===== config.mk =====
export PLATFORM = sky130hd
export DESIGN_NAME = machine_timer_irq
export DESIGN_NICKNAME = d
export VERILOG_FILES = /design/src/rtl/csr_types_pkg.sv /design/src/rtl/machine_timer_irq_sync.sv /design/src/rtl/machine_timer_irq.sv
export SDC_FILE = /design/constraint.sdc
export NUM_CORES = 1
export LEC_CHECK = 0
export CAP_MARGIN = 10
export CORE_MARGIN = 10
export CORE_UTILIZATION = 35
export CTS_CLUSTER_SIZE = 20
export DETAILED_ROUTE_END_ITERATION = 12
export SLEW_MARGIN = 10
export SYNTH_ARGS = -nofsm -noshare
export SYNTH_HDL_FRONTEND = slang
export SYNTH_HIERARCHICAL = 1
export SYNTH_SLANG_ARGS = --single-unit

===== constraint.sdc =====
create_clock -name clk -period 2.2 [get_ports clk]
set_clock_uncertainty 0.05 [all_clocks]
set_input_delay 0.33 -clock clk [delete_from_list [all_inputs] [get_ports clk]]
set_output_delay 0.33 -clock clk [all_outputs]
set_load 0.1 [all_outputs]

===== src/rtl/csr_types_pkg.sv =====
// Shared CSR-side types and register-map constants for the machine timer/interrupt unit.
package csr_types_pkg;

    localparam int unsigned XLEN     = 32;
    localparam int unsigned MTIME_W  = 64;
    localparam int unsigned ADDR_W   = 3;
    localparam int unsigned PRESC_W  = 16;

    // Word offsets of the timer registers on the register bus
    localparam logic [ADDR_W-1:0] MSIP_OFFSET        = 3'd0;
    localparam logic [ADDR_W-1:0] MTIMECMP_LO_OFFSET = 3'd2;
    localparam logic [ADDR_W-1:0] MTIMECMP_HI_OFFSET = 3'd3;
    localparam logic [ADDR_W-1:0] MTIME_LO_OFFSET    = 3'd4;
    localparam logic [ADDR_W-1:0] MTIME_HI_OFFSET    = 3'd5;

    // Machine interrupt-pending register layout
    typedef struct packed {
        logic [19:0] rsvd_hi;  // 31:12
        logic        meip;     // 11
        logic        rsvd10;
        logic        seip;     // 9
        logic        rsvd8;
        logic        mtip;     // 7
        logic        rsvd6;
        logic        stip;     // 5
        logic        rsvd4;
        logic        msip;     // 3
        logic        rsvd2;
        logic        ssip;     // 1
        logic        rsvd0;
    } mip_t;

endpackage


===== src/rtl/machine_timer_irq_sync.sv =====
// Two-flop synchroniser for asynchronous interrupt levels.
module irq_synchronizer #(
    parameter int unsigned WIDTH = 1
) (
    input  logic             clk,
    input  logic             rst_n,
    input  logic [WIDTH-1:0] async_i,
    output logic [WIDTH-1:0] sync_o
);

    logic [WIDTH-1:0] meta_q, meta_d;
    logic [WIDTH-1:0] sync_q, sync_d;

    // Next-state: shift the async level through two stages
    always_comb begin
        meta_d = async_i;
        sync_d = meta_q;
    end

    // Synchroniser flops
    always_ff @(posedge clk or negedge rst_n) begin
        if (!rst_n) begin
            meta_q <= '0;
            sync_q <= '0;
        end else begin
            meta_q <= meta_d;
            sync_q <= sync_d;
        end
    end

    assign sync_o = sync_q;

endmodule


===== src/rtl/machine_timer_irq.sv =====
// Machine timer (mtime/mtimecmp), software interrupt bit and external-interrupt
// synchronisation, producing the hardware-driven mip bits.
module machine_timer_irq
    import csr_types_pkg::*;
#(
    parameter int unsigned        TICK_DIV       = 1,
    parameter logic [MTIME_W-1:0] MTIMECMP_RESET = 64'hFFFF_FFFF_FFFF_FFFF
) (
    input  logic              clk,
    input  logic              rst,
    input  logic              req,
    input  logic              wr,
    input  logic [ADDR_W-1:0] addr,
    input  logic [XLEN-1:0]   wdata,
    output logic              ack,
    output logic [XLEN-1:0]   rdata,
    input  logic              ext_irq_async,
    output mip_t              mip_hw
);

    localparam logic [PRESC_W-1:0] TICK_LAST = PRESC_W'(TICK_DIV - 1);

    logic [PRESC_W-1:0] presc_q, presc_d;
    logic [MTIME_W-1:0] mtime_q, mtime_d;
    logic [MTIME_W-1:0] mtimecmp_q, mtimecmp_d;
    logic               msip_q, msip_d;
    logic               mtip_q, mtip_d;
    logic               ack_q, ack_d;
    logic [XLEN-1:0]    rdata_q, rdata_d;
    logic               meip_sync;

    logic               tick;
    logic               wr_en;
    logic               mtime_wr;
    logic [XLEN-1:0]    rd_val;

    // External interrupt level into the clk domain
    irq_synchronizer #(
        .WIDTH (1)
    ) u_meip_sync (
        .clk     (clk),
        .rst_n   (rst),
        .async_i (ext_irq_async),
        .sync_o  (meip_sync)
    );

    // Register read mux, sampled from current register values
    always_comb begin
        rd_val = '0;
        case (addr)
            MSIP_OFFSET:        rd_val = {31'b0, msip_q};
            MTIMECMP_LO_OFFSET: rd_val = mtimecmp_q[31:0];
            MTIMECMP_HI_OFFSET: rd_val = mtimecmp_q[63:32];
            MTIME_LO_OFFSET:    rd_val = mtime_q[31:0];
            MTIME_HI_OFFSET:    rd_val = mtime_q[63:32];
            default:            rd_val = '0;
        endcase
    end

    // Next-state: prescaler, mtime, mtimecmp, msip, bus response and compare
    always_comb begin
        tick       = (presc_q == TICK_LAST);
        wr_en      = req & wr;
        presc_d    = tick ? '0 : presc_q + PRESC_W'(1);
        mtime_d    = mtime_q;
        mtimecmp_d = mtimecmp_q;
        msip_d     = msip_q;
        mtime_wr   = 1'b0;

        if (wr_en) begin
            case (addr)
                MSIP_OFFSET:        msip_d            = wdata[0];
                MTIMECMP_LO_OFFSET: mtimecmp_d[31:0]  = wdata;
                MTIMECMP_HI_OFFSET: mtimecmp_d[63:32] = wdata;
                MTIME_LO_OFFSET: begin
                    mtime_d[31:0] = wdata;
                    mtime_wr      = 1'b1;
                end
                MTIME_HI_OFFSET: begin
                    mtime_d[63:32] = wdata;
                    mtime_wr       = 1'b1;
                end
                default: ;
            endcase
        end

        // A software write to mtime wins over the tick; full 64-bit add keeps the carry coherent
        if (!mtime_wr && tick) begin
            mtime_d = mtime_q + MTIME_W'(1);
        end

        ack_d   = req;
        rdata_d = (req && !wr) ? rd_val : '0;
        mtip_d  = (mtime_q >= mtimecmp_q);
    end

    // State and output registers
    always_ff @(posedge clk or negedge rst) begin
        if (!rst) begin
            presc_q    <= '0;
            mtime_q    <= '0;
            mtimecmp_q <= MTIMECMP_RESET;
            msip_q     <= 1'b0;
            mtip_q     <= 1'b0;
            ack_q      <= 1'b0;
            rdata_q    <= '0;
        end else begin
            presc_q    <= presc_d;
            mtime_q    <= mtime_d;
            mtimecmp_q <= mtimecmp_d;
            msip_q     <= msip_d;
            mtip_q     <= mtip_d;
            ack_q      <= ack_d;
            rdata_q    <= rdata_d;
        end
    end

    // Pending-bit assembly from registered sources only
    always_comb begin
        mip_hw      = '0;
        mip_hw.meip = meip_sync;
        mip_hw.mtip = mtip_q;
        mip_hw.msip = msip_q;
    end

    assign ack   = ack_q;
    assign rdata = rdata_q;

endmodule


==> results.toml, run 1 <==
[outcome]
status = "finished, violations left"
violations = "negative setup slack"

[sta]
setup_viol = 2
max_slew_margin = 0.535
hold_violations = 0
finalSetupTns_ns = -0.135
slew_violations = 0
worst_slack_ns = -0.127
fmax_ghz = 0.430
hold_ws_ns = 0.278
fin_crit_ns = 2.33
tightest_slew_ns = 0.692
min_period_over_period = 1.06
rsz0062_at_grt = "true"

[cts]
clk_pin_slew_ns = 0.07
root_buffer = "clkbuf_16"
cts_buffers = 17
numClockSinks = 181
htreeDepth = 4
cts_tree = "built"
clk_latency_ns = 0.45
clockBufferDepth = 2

[detailed_routing]
vias_per_cell = 5.47
drtIter0Drc = 790
wl_per_cell_um = 19.8
routed_wl_um = 35900
route.detailed.drc = 0
drt_pass1_iterations = 5
num_vias = 9914
antenna_left = 0

[final_layout]
area_delta_synth_final_pct = 37.6
multi_input_area_mm2 = 0.00589
nFillCells = 2727
nets = 1518
finish.utilization = 0.490
num_antenna_cells = 0
seqCellArea_mm2 = 0.00461
layout-drive-gt1-share = 0.339

[power]
netSwitchingPower_w = 0.00395
p_int_w = 0.00735
comb_power_share = 0.341
leakage_nw = 6.35
pwr-share-clk = 0.272
switching_share = 0.350
powerDensity_mw_per_mm2 = 776
ir_drop_uv = 540
pwr-share-seq = 0.386

[critical_path]
worstPathRequired_ns = 2.52
crit_buf_inv = 2
cp_slowest_cell = "dfstp_2"
path_cells = "inv_2 -> ha_4 -> nand4_1 -> nor4_2 -> buf_4 -> nand4_1 -> or3_1 -> o21ai_1"
worst_setup_path_start_kind = "flip-flop"
worst-path-max-fanout = 2
slowest_delay_ns = 0.54
path_class = "reg -> reg"
cp-end-kind = "flip-flop"
arrival_ns = 2.65
worst_path_most_repeated_cell = "nand4_1"
critPathTopFamily = "simple AND/OR/NAND/NOR gates"

[run]
maxCapViolCount = 0

[placed_design]
place_congestion = 0.893
dp_hpwl_um = 25900
io_buffer_count = 75

[yosys]
ys_seq_elements = 181
postSynthAreaPerCell_um2 = 9.19
syn_area_mm2 = 0.0106
synthArstFlopShare = 1.00
synth_warnings = 6
synth_cell_types = 69
synth_edf_count = 0
ys_seq_area_frac = 0.436
synth_cells = 1151
ys.flop_type = "dfrtp_1"

[floorplan]
core_area_mm2 = 0.0297
die_area_mm2 = 0.0376
ios = 105
fp-row-count = 63
die_w_um = 194
initial_utilization = 0.356
die_h_um = 194

[global_route]
grt_pass1_vias = 9966
globalRouteTotalUtil = 0.180
antenna_found_initial = 1
grt_pass1_wl_um = 55500
grt_overflow = 0
grt_max_degree = 51

[hold_path]
hp-class = "in -> reg"
flip-flops by register name, summed over array words and instances, names as in the netlist:
signal and cells:
mtime_q 64, mtimecmp_q 64, rdata 32, presc_q 16, ack 1, msip_q 1, mtip_q 1, u_meip_sync/meta_q 1
u_meip_sync/sync_o 1
power by group through the flow:
stage / Sequential [W] / Clock (W) / Combinational [W]
after floorplan: 0.00457 / 0 / 0.00186
after global placement: 0.00439 / 0 / 0.00340
after detailed placement: 0.00440 / 0 / 0.00346
after CTS: 0.00435 / 0.00315 / 0.00357
after global routing: 0.00443 / 0.00328 / 0.00421
final: 0.00437 / 0.00307 / 0.00386
stage by stage:
stage | instances | power (W) | setup slack (ns) | cell area (um^2)
after floorplan | 1179 | 0.00644 | 0.175 | 10700
after global placement | 1751 | 0.00779 | -0.187 | 13000
after detailed placement | 1751 | 0.00785 | -0.268 | 13000
after CTS | 1785 | 0.0111 | -0.0706 | 13700
after global routing | 1812 | 0.0119 | -0.145 | 14600
final | 1812 | 0.0113 | -0.127 | 14600
path summary, 6_finish.rpt:
| path | to | slack [ns] | start | cells after the start |
|---|---|---|---|---|
| worst min-delay path | u_meip_sync/meta_q | 0.28 | ext_irq_async | 1 |
| worst max register to register | mtip_q | -0.13 | mtimecmp_q[49] | 8 |
| max in group asynchronous | mtime_q[36] | 1.03 | rst | 3 |
| min in group asynchronous | rdata[26] | 0.37 | rst | 2 |
| worst max-delay path | mtip_q | -0.13 | mtimecmp_q[49] | 8 |
| worst min register to register | u_meip_sync/sync_o | 0.30 | u_meip_sync/meta_q | 0 |
area by class of cell:
type                    count  share of cell area
multi-input cells         831               0.405
repair buffers            307               0.187
well taps                 390              0.0335
flip-flops and latches    181               0.317
clock buffers              19              0.0304
clock inverters            12             0.00885
inverters                  72              0.0186
worst register-to-register path: stages, from the launching register on:
cell	delay, ns
dfstp_2	0.54
inv_2	0.05
ha_4	0.26
nand4_1	0.25
nor4_2	0.36
buf_4	0.17
nand4_1	0.10
or3_1	0.34
o21ai_1	0.12
synth_stat cells (12+ instances only):
cell type | count | share of area
nand2_1 | 122 | 0.043
dfrtp_1 | 117 | 0.28
a21oi_1 | 90 | 0.043
inv_1 | 72 | 0.026
nor2_1 | 71 | 0.025
ha_1 | 68 | 0.080
dfstp_2 | 64 | 0.16
o21ai_0 | 64 | 0.030
a22oi_1 | 63 | 0.045
nand3_1 | 44 | 0.021
nand4_1 | 43 | 0.025
buf_4 | 35 | 0.025
clkbuf_1 | 33 | 0.012
buf_2 | 25 | 0.012
and3_1 | 23 | 0.014
a211oi_1 | 20 | 0.014
a311oi_1 | 16 | 0.013
nor3_1 | 16 | 0.0076
and4_1 | 15 | 0.012
xnor2_1 | 13 | 0.011
o21ai_1 | 12 | 0.0057
layout by cell type (no fill, tap or decap), types with 38 or more instances in the layout:
master / n
buf_4: 233
nand2_1: 120
a21oi_1: 78
o21ai_0: 60
inv_1: 64
ha_1: 55
dfrtp_1: 117
nand3_1: 44
nor2_1: 64
a22oi_1: 62
dfstp_2: 64
nand4_1: 43
clkdlybuf4s50_1: 38
kinds of logic (layout without fill, tap and decap cells):
group	count (synthesis)	after routing	share of synthesized area
AND/OR/NAND/NOR	377	377	0.182
AO/OA/AOI/OAI	336	336	0.208
flip-flops	181	181	0.436
buffers and inverters	167	410	0.0754
adder cells (fa/ha/maj)	68	68	0.0804
XOR/XNOR	17	17	0.0141
multiplexers	4	4	0.00402
other	1	29	0.000355
layer usage:
layer / vias to the layer above / GRT usage / routed length, um
li1: 4661 / - / -
met1: 4862 / 0.242 / 16400
met2: 343 / 0.293 / 16900
met3: 46 / 0.0313 / 1970
met4: 2 / 0.0386 / 612
met5: - / 0 / 13
what timing repair did:
| action | in CTS | in global routing |
|---|---|---|
| gates cloned | 0 | 6 |
| setup buffers | 2 | 23 |
| resized for setup | 31 | 105 |
| setup endpoints to repair | 51 | 57 |
| endpoints found under the hold margin | 20 | 0 |
| hold buffers | 1 | 0 |
| pin swaps | 12 | 64 |
No activity file was read; power rests on OpenSTA's default activity.
==> inputs of run 2 (changes only) <==
--- a/config.mk
+++ b/config.mk
@@ -5,6 +5,7 @@
 export SDC_FILE = /design/constraint.sdc
 export NUM_CORES = 1
 export LEC_CHECK = 0
+export ABC_AREA = 1
 export CAP_MARGIN = 10
 export CORE_MARGIN = 10
 export CORE_UTILIZATION = 35
==> results.toml, run 2 <==
[yosys]
synth_top_family_by_area = "simple AND/OR/NAND/NOR gates"
synth_fa_ha_area_frac = 0.0686
yosysTopAreaCell = "dfrtp_1"
synth.top_cells.by_area = "dfrtp_1, nand2_1, dfstp_2, nand3_1, inv_1"
synth_warnings = 6
syn_area_mm2 = 0.0124
synth_cells = 1708
synth_top_cell_area_share = 0.236
muxShareOfSynthArea = 0
synthArstFlopShare = 1.00
synth_common_cells = "nand2_1, inv_1, nand3_1, nor2_1, dfrtp_1"
ys_seq_elements = 181
postSynthAreaPerCell_um2 = 7.26
synth-simple-area-share = 0.320
synth_compound_area_frac = 0.0937
ys.flop_type = "dfrtp_1"
synth_edf_count = 0
ys_seq_area_frac = 0.372
synth_xor_area_frac = 0.0261
synth_most_common_cell = "nand2_1"
synth_cell_types = 42

[final_layout]
area_delta_synth_final_pct = 16.8
finish.utilization = 0.417
seqCellArea_mm2 = 0.00461
num_antenna_cells = 0
nets = 1920
layout_commonest_cell = "nand2_1"
mostFrequentLayoutCells = "nand2_1, inv_1, nand3_1"
nFillCells = 3607
stdcell_area_mm2 = 0.0145
layout-drive-gt1-share = 0.151
multi_input_area_mm2 = 0.00642
finalNonFillerCells = 2280

[power]
pwr-share-seq = 0.428
p_int_w = 0.00655
netSwitchingPower_w = 0.00393
powerDensity_mw_per_mm2 = 723
switching_share = 0.375
comb_power_share = 0.285
leakage_nw = 7.04
pwr-share-clk = 0.287
ir_drop_uv = 595

[sta]
hold_ws_ns = 0.270
fin_crit_ns = 2.08
setup_viol = 0
rsz0062_at_grt = "false"
max_slew_margin = 0.601
fmax_ghz = 0.480
tightest_slew_ns = 0.598
min_period_over_period = 0.947
finalSetupTns_ns = 0
slew_violations = 0
hold_violations = 0

[global_route]
grt_pass1_vias = 11300
top_usage_layer = "met2"
grt_pass1_wl_um = 64800
grt_max_degree = 103
globalRouteTotalUtil = 0.189
antenna_found_initial = 0
met3_usage = 0.0334
grt_use_met1 = 0.251
grt_overflow = 0
use_met2 = 0.308

[floorplan]
ios = 105
initial_utilization = 0.357
die_w_um = 208
core_area_mm2 = 0.0347
fp-row-count = 68
die_area_mm2 = 0.0434
die_h_um = 208

[critical_path]
slowest_delay_ns = 0.57
path_cells = "nand2_1 -> nor2_1 -> nand2_1 -> nor2_4 -> nand2_4 -> nor2_4 -> xor2_1 -> nand2_1 -> nand2_1"
critPathTopFamily = "simple AND/OR/NAND/NOR gates"
worstPathRequired_ns = 2.55
path_class = "reg -> reg"
worst_setup_path_start_kind = "flip-flop"
cp-end-kind = "flip-flop"
cp_slowest_cell = "dfrtp_1"
crit_buf_inv = 0
worst-path-max-fanout = 6
worst_path_most_repeated_cell = "nand2_1"
arrival_ns = 2.44

[placed_design]
dp_hpwl_um = 32500
placed_area_mm2 = 0.0139
io_buffer_count = 75
dp.cells = 2247
place_congestion = 1.00

[cts]
htreeDepth = 4
post-cts-setup-buffer-count = 0
cts_buffers = 17
numClockSinks = 181
clk_pin_slew_ns = 0.07
clockBufferDepth = 2
root_buffer = "clkbuf_16"
cts_hold_buf = 1
cts_resized = 0
clk_latency_ns = 0.46
cts_tree = "built"

[detailed_routing]
drtIter0Drc = 820
antenna_left = 0
num_vias = 11400
vias_per_cell = 5.00
route.detailed.drc = 0
wl_per_cell_um = 18.2
drt_pass1_iterations = 8
routed_wl_um = 41400

[hold_path]
hp-class = "in -> reg"

[run]
maxCapViolCount = 0

[outcome]
status = "finished, final reports clean"
run 2: changes by cell type in the layout (fill, tap and decap cells not counted), moves of 20 or more:
cell	previous run	this run
nand2_1	120	449
inv_1	64	228
buf_4	233	82
nand3_1	44	181
nor2_1	64	150
a22oi_1	62	0
a21oi_1	78	35
a221oi_1	0	31
o21ai_1	14	42
o22ai_1	5	32
xor2_1	4	28
and3_1	20	0
nand4_1	43	23
run 2: area by class of cell:
type                       instances  share of cell area
clock inverter                    11             0.00631
inverter                         255              0.0661
timing repair buffer             140              0.0953
multi-input combinational       1217               0.443
sequential                       181               0.318
clock buffer                      21              0.0318
tap                              455              0.0393
run 2: path summary, 6_finish.rpt:
| check | slack, ns | cells past startpoint | end | from |
|---|---|---|---|---|
| worst max-delay path | 0.12 | 9 | mtime_q[45] | mtime_q[22] |
| worst min-delay path | 0.27 | 1 | u_meip_sync/meta_q | ext_irq_async |
| worst max register to register | 0.12 | 9 | mtime_q[45] | mtime_q[22] |
| worst min register to register | 0.31 | 0 | u_meip_sync/sync_o | u_meip_sync/meta_q |
| max in group asynchronous | 0.99 | 3 | rdata[22] | rst |
| min in group asynchronous | 0.38 | 2 | presc_q[9] | rst |
run 2: metal layers:
layer / vias up / share of wire
met3: 58 / 0.048
li1: 5650 / -
met5: - / 0
met4: 0 / 0.018
met2: 321 / 0.47
met1: 5373 / 0.46
run 2: kinds of logic after synthesis:
kind of cell,count (synthesis)
adders and majority gates,68
xor gates and xnor gates,37
buffers and inverters,338
DFF,181
and+or+nand+nor,886
AOI/OAI and AO/OA,197
other,1
run 2: power groups by stage:
stage               clock network, W  registers (W)  logic (W)
floorplan                          0        0.00447    0.00202
global placement                   0        0.00452    0.00291
detailed placement                 0        0.00453    0.00298
CTS                          0.00308        0.00448    0.00300
global route                 0.00321        0.00456    0.00337
finish                       0.00301        0.00448    0.00299
run 2: stage by stage:
step / setup WS, ns / total power, W
2_1_floorplan: 0.559 / 0.00650
3_3_place_gp: 0.0813 / 0.00743
3_5_place_dp: 0.0792 / 0.00751
4_1_cts: 0.132 / 0.0106
5_1_grt: 0.0343 / 0.0111
6_report: 0.118 / 0.0105
